[src/rtl/uart_rx_if.sv]
`timescale 1ns/1ps
`default_nettype none
// =============================================================================
// Module  : uart_rx_if
// Brief   : Byte-output bus of uart_rx: holding-register handshake plus error pulses.
// Revision: 1.0
// =============================================================================
interface uart_rx_if;
    logic [7:0] data;
    logic       valid;
    logic       ready;
    logic       frame_err;
    logic       overrun;

    modport master (
        output data,
        output valid,
        output frame_err,
        output overrun,
        input  ready
    );

    modport slave (
        input  data,
        input  valid,
        input  frame_err,
        input  overrun,
        output ready
    );
endinterface
`default_nettype wire

[src/rtl/uart_rx.sv]
`timescale 1ns/1ps
`default_nettype none
// =============================================================================
// Module  : uart_rx
// Brief   : 8N1 UART receiver with mid-bit sampling and a one-byte holding register.
// Revision: 1.0
// =============================================================================
module uart_rx #(
    parameter int CLKS_PER_BIT = 174
) (
    input  wire logic  clk,
    input  wire logic  reset,
    input  wire logic  rx_serial,
    uart_rx_if.master  bus
);

    localparam int CNT_W = (CLKS_PER_BIT > 1) ? $clog2(CLKS_PER_BIT) : 1;
    localparam logic [CNT_W-1:0] c_bit_last  = CNT_W'(CLKS_PER_BIT - 1);
    localparam logic [CNT_W-1:0] c_half_last = CNT_W'((CLKS_PER_BIT / 2) - 1);

    typedef enum logic [1:0] {
        ST_IDLE  = 2'd0,
        ST_START = 2'd1,
        ST_DATA  = 2'd2,
        ST_STOP  = 2'd3
    } state_t;

    state_t           state_q;
    logic             sync1_q;
    logic             rxs_q;
    logic             rxs_d_q;
    logic [CNT_W-1:0] cnt_q;
    logic [2:0]       bit_idx_q;
    logic [7:0]       shift_q;
    logic [7:0]       data_q;
    logic             valid_q;
    logic             frame_err_q;
    logic             overrun_q;

    logic w_fall;
    logic w_sample;
    logic w_accept;

    assign w_fall   = rxs_d_q & ~rxs_q;
    assign w_sample = (cnt_q == '0);
    // The holding register can take a new byte if empty or drained this very cycle.
    assign w_accept = ~valid_q | bus.ready;

    always_ff @(posedge clk or posedge reset) begin
        if (reset) begin
            state_q     <= ST_IDLE;
            sync1_q     <= 1'b1;
            rxs_q       <= 1'b1;
            rxs_d_q     <= 1'b1;
            cnt_q       <= '0;
            bit_idx_q   <= 3'd0;
            shift_q     <= 8'h00;
            data_q      <= 8'h00;
            valid_q     <= 1'b0;
            frame_err_q <= 1'b0;
            overrun_q   <= 1'b0;
        end else begin
            sync1_q     <= rx_serial;
            rxs_q       <= sync1_q;
            rxs_d_q     <= rxs_q;
            frame_err_q <= 1'b0;
            overrun_q   <= 1'b0;

            if (valid_q && bus.ready) begin
                valid_q <= 1'b0;
            end

            case (state_q)
                ST_IDLE: begin
                    if (w_fall) begin
                        cnt_q   <= c_half_last;
                        state_q <= ST_START;
                    end
                end

                ST_START: begin
                    if (w_sample) begin
                        if (rxs_q) begin
                            state_q <= ST_IDLE;
                        end else begin
                            cnt_q     <= c_bit_last;
                            bit_idx_q <= 3'd0;
                            state_q   <= ST_DATA;
                        end
                    end else begin
                        cnt_q <= cnt_q - 1'b1;
                    end
                end

                ST_DATA: begin
                    if (w_sample) begin
                        shift_q <= {rxs_q, shift_q[7:1]};
                        cnt_q   <= c_bit_last;
                        if (bit_idx_q == 3'd7) begin
                            state_q <= ST_STOP;
                        end else begin
                            bit_idx_q <= bit_idx_q + 3'd1;
                        end
                    end else begin
                        cnt_q <= cnt_q - 1'b1;
                    end
                end

                ST_STOP: begin
                    if (w_sample) begin
                        state_q <= ST_IDLE;
                        if (!rxs_q) begin
                            frame_err_q <= 1'b1;
                        end else if (w_accept) begin
                            data_q  <= shift_q;
                            valid_q <= 1'b1;
                        end else begin
                            overrun_q <= 1'b1;
                        end
                    end else begin
                        cnt_q <= cnt_q - 1'b1;
                    end
                end

                default: begin
                    state_q <= ST_IDLE;
                end
            endcase
        end
    end

    assign bus.data      = data_q;
    assign bus.valid     = valid_q;
    assign bus.frame_err = frame_err_q;
    assign bus.overrun   = overrun_q;

endmodule
`default_nettype wire
[src/flat_wrapper.sv]
// flat-port wrapper written by rule: the top's interface ports become plain ports
module uart_rx_flat 
#(
    parameter int CLKS_PER_BIT = 174
)
  (clk, reset, rx_serial, bus_data, bus_valid, bus_frame_err, bus_overrun, bus_ready);
  uart_rx_if bus_i ();
  input  wire logic clk;
  input  wire logic reset;
  input  wire logic rx_serial;
  output wire logic [$bits(bus_i.data)-1:0] bus_data;
  output wire logic [$bits(bus_i.valid)-1:0] bus_valid;
  output wire logic [$bits(bus_i.frame_err)-1:0] bus_frame_err;
  output wire logic [$bits(bus_i.overrun)-1:0] bus_overrun;
  input wire logic [$bits(bus_i.ready)-1:0] bus_ready;
  assign bus_data = bus_i.data;
  assign bus_valid = bus_i.valid;
  assign bus_frame_err = bus_i.frame_err;
  assign bus_overrun = bus_i.overrun;
  assign bus_i.ready = bus_ready;
  uart_rx #(.CLKS_PER_BIT(CLKS_PER_BIT)) u_core (.clk(clk), .reset(reset), .rx_serial(rx_serial), .bus(bus_i));
endmodule
[config.mk]
export PLATFORM = sky130hd
export DESIGN_NAME = uart_rx_flat
export DESIGN_NICKNAME = d
export VERILOG_FILES = /design/src/rtl/uart_rx_if.sv /design/src/rtl/uart_rx.sv /design/src/flat_wrapper.sv
export SDC_FILE = /design/constraint.sdc
export NUM_CORES = 1
export LEC_CHECK = 0
export CORE_MARGIN = 1
export CORE_UTILIZATION = 55
export DETAILED_ROUTE_END_ITERATION = 8
export GPL_TIMING_DRIVEN = 0
export PLACE_DENSITY = 0.77
export RECOVER_POWER = 100
export REMOVE_ABC_BUFFERS = 1
export SYNTH_ARGS = -nofsm -noshare
export SYNTH_HDL_FRONTEND = slang
export SYNTH_SLANG_ARGS = --single-unit
[constraint.sdc]
create_clock -name clk -period 5 [get_ports clk]
set_clock_uncertainty 0.2 [all_clocks]
set_input_delay 0.5 -clock clk [delete_from_list [all_inputs] [get_ports clk]]
set_output_delay 0.5 -clock clk [all_outputs]
set_load 0.02 [all_outputs]
==> flow_summary.yaml <==
cells_and_area:
  n_antenna_cell: 0
  layout-drive-gt1-share_pct: 16.5
  nets: 174
  nFillCells: 222
  syn_to_final_growth_pct: 10.5
yosys:
  avgSynthCellArea_um2: 11.7
  synthFlopType: "dfrtp_1"
  yosys_warnings: 0
  synth-edff-count: 0
  ys_ff_latch: 35
  async_reset_ff_share_pct: 100
  syn-cell-area_mm2: 0.00172
  synthCells: 147
  synth.yosys.seq_area_share_pct: 51.2
  ys_types: 41
timing:
  min_period_ns: 3.40
  slew_headroom_pct: 12.7
  finalCritPeriodShare_pct: 68.0
  rsz0062_at_grt: "no"
  setup_tns_ns: 0
  finalWorstSetupSlack_ns: 1.60
  hold_viol: 0
  worstMarginPinSlew_ns: 1.31
  whs_ns: 0.168
  setup_viol: 0
  drv_slew: 0
  fmax_ghz: 0.294
floorplan:
  num_rows: 19
  die_y_um: 57.9
  dieArea_mm2: 0.00335
  initial_core_util_pct: 60.3
  ios: 15
  core_mm2: 0.00285
  fp.dieW_um: 57.9
placed_design:
  place.gp.congestion: 0.878
  place_hpwl_um: 2210
  io_buffers: 14
  pre_cts_ws_ns: 2.48
power_and_ir_drop:
  cellLeakagePower_uw: 0.000934
  total_power_uw: 930
  vdd_ir_drop_max_uv: 253
  power_density_mw_per_mm2: 490
global_routing:
  grt_pass1_vias: 1199
  track_usage_pct: 22.0
  grt_pass1_wl_um: 5550
  grt-ovfl-total: 0
  antenna_found_initial: 0
  grt_max_degree: 36
detailed_routing:
  drt-wirelength-per-cell_um: 16.3
  drt-initial-drc-count: 140
  drc_errors: 0
  routed_wl_um: 3190
  ant_nets: 0
  route.vias.total: 1193
  via_per_inst: 6.12
  firstDrtPassIters: 4
worst_setup_path:
  worstPathMaxFanout: 10
  arrival_ns: 3.42
  cp_data_required_time_ns: 5.02
  critPathKind: "flop to flop"
  worstSetupEndpointType: "flop"
  worstSetupStartpointType: "flop"
clocking:
  ctsResizeCount: 0
  numCtsBuffers: 5
  cts_tree: "yes"
  clk_pin_slew_worst_paths_ns: 0.10
  cts_setup_buffers: 0
  cts_max_level: 2
  cts_hold_buf: 0
  cts-root-buf: "clkbuf_4"
  clock_sinks: 35
  cts.path.max_buffers: 2
  clock_latency_ns: 0.33
job:
  maxCapViolCount: 0
outcome:
  status: "complete, no violations"
min_path:
  hold_class: "flop to flop"
[placed cells by master (no fill, tap or decap), types with 2 or more instances in the layout]
cell,n
nand2_1,8
a22oi_1,2
a22o_1,2
dlygate4sd3_1,13
mux2_2,16
dfrtp_1,32
nor3b_1,3
nand2b_1,4
nor3_1,6
a21o_1,4
nand3_1,2
ha_1,7
a21oi_1,5
a32oi_1,2
dfstp_2,2
mux2i_1,2
inv_1,8
clkbuf_4,5
o2bb2ai_1,2
mux2_1,2
o21ai_0,5
nor2_1,10
[metrics by stage]
| stage | instances | util [%] | area, µm² |
|---|---|---|---|
| finish | 195 | 66.6 | 1900 |
| global route | 195 | 66.6 | 1900 |
| CTS | 195 | 67.6 | 1930 |
| detailed placement | 187 | 65.7 | 1880 |
| global placement | 187 | 65.7 | 1880 |
| floorplan | 142 | - | 1700 |
[power by group]
group          leakage (µW)  switching, µW  total [µW]  internal (µW)
Sequential         0.000464           49.4         377            327
Clock             0.0000282           93.3         148           54.2
Combinational      0.000442            241         406            165
[worst max-delay path: stages (launching register included)]
cell and delay [ns]:
dfrtp_1 0.42, inv_1 0.11, ha_1 0.22, nor3b_1 0.77, and2_0 0.60, nand4_1 0.51, mux2_1 0.47
[metal layers]
metal | routed length (µm) | up-vias | global-route usage [%]
met5 | 0 | - | 0
met3 | 91 | 9 | 4.24
met4 | 77 | 0 | 10.5
met1 | 1460 | 582 | 29.5
met2 | 1560 | 32 | 34.8
li1 | - | 570 | -
[final timing paths]
path / from / endpoint / slack (ns) / depth (start not counted)
max: u_core.cnt_q[0]$_DFFE_PP0P_ / u_core.bus.data[6]$_DFFE_PP0P_ / 1.60 / 6
min: u_core.sync1_q$_DFF_PP1_ / u_core.rxs_q$_DFF_PP1_ / 0.17 / 0
max reg2reg: u_core.cnt_q[0]$_DFFE_PP0P_ / u_core.bus.data[6]$_DFFE_PP0P_ / 1.60 / 6
min reg2reg: u_core.sync1_q$_DFF_PP1_ / u_core.rxs_q$_DFF_PP1_ / 0.17 / 0
max in group asynchronous: reset / u_core.bit_idx_q[0]$_DFFE_PP0P_ / 3.07 / 2
min in group asynchronous: reset / u_core.bus.data[1]$_DFFE_PP0P_ / 0.76 / 2
[registers in the layout, summed over array words and instances, names as in the netlist, named ones only]
name,cells
u_core.sync1_q,1
u_core.rxs_d_q,1
u_core.bus.data,8
u_core.shift_q,8
u_core.bus.frame_err,1
u_core.bus.valid,1
u_core.rxs_q,1
u_core.bit_idx_q,3
u_core.bus.overrun,1
u_core.cnt_q,8
u_core.state_q,1
[cell usage after synthesis, drive strengths merged (2+ instances only)]
library cell / instances / area [µm²]
nor2: 10 / 37.5
a21o: 4 / 30.0
dfstp: 3 / 78.8
nand2: 8 / 32.5
a21oi: 5 / 25.0
dfrtp: 32 / 801
nor3b: 3 / 33.8
a32oi: 2 / 17.5
mux2i: 2 / 20.0
inv: 8 / 30.0
a22o: 2 / 17.5
clkbuf: 4 / 15.0
nand3: 2 / 10.0
mux2: 18 / 203
nor3: 6 / 30.0
o2bb2ai: 2 / 17.5
nand2b: 4 / 25.0
o21ai: 5 / 25.0
nor4: 2 / 27.5
ha: 7 / 87.6
a22oi: 2 / 15.0
[cell families (layout without fill, tap and decap cells)]
logic type      count (synthesis)  count (layout)  synth area share, %
flops                          35              35                 51.2
fa+ha+maj                       7               7                 5.09
mux                            20              20                 13.0
compound gates                 34              34                 14.3
simple gates                   38              38                 13.4
buf+inv                        13              30                 3.06
[cell type report]
cell class / instances / area, µm² / area share [%]
well taps: 31 / 38.8 / 2.04
clock inverters: 2 / 12.5 / 0.659
flip-flops and latches: 35 / 880 / 46.3
clock buffers: 6 / 41.3 / 2.17
inverters: 8 / 30.0 / 1.58
multi-input cells: 99 / 757 / 39.9
repair buffers: 14 / 140 / 7.38
Power figures use the tool's default switching activity.
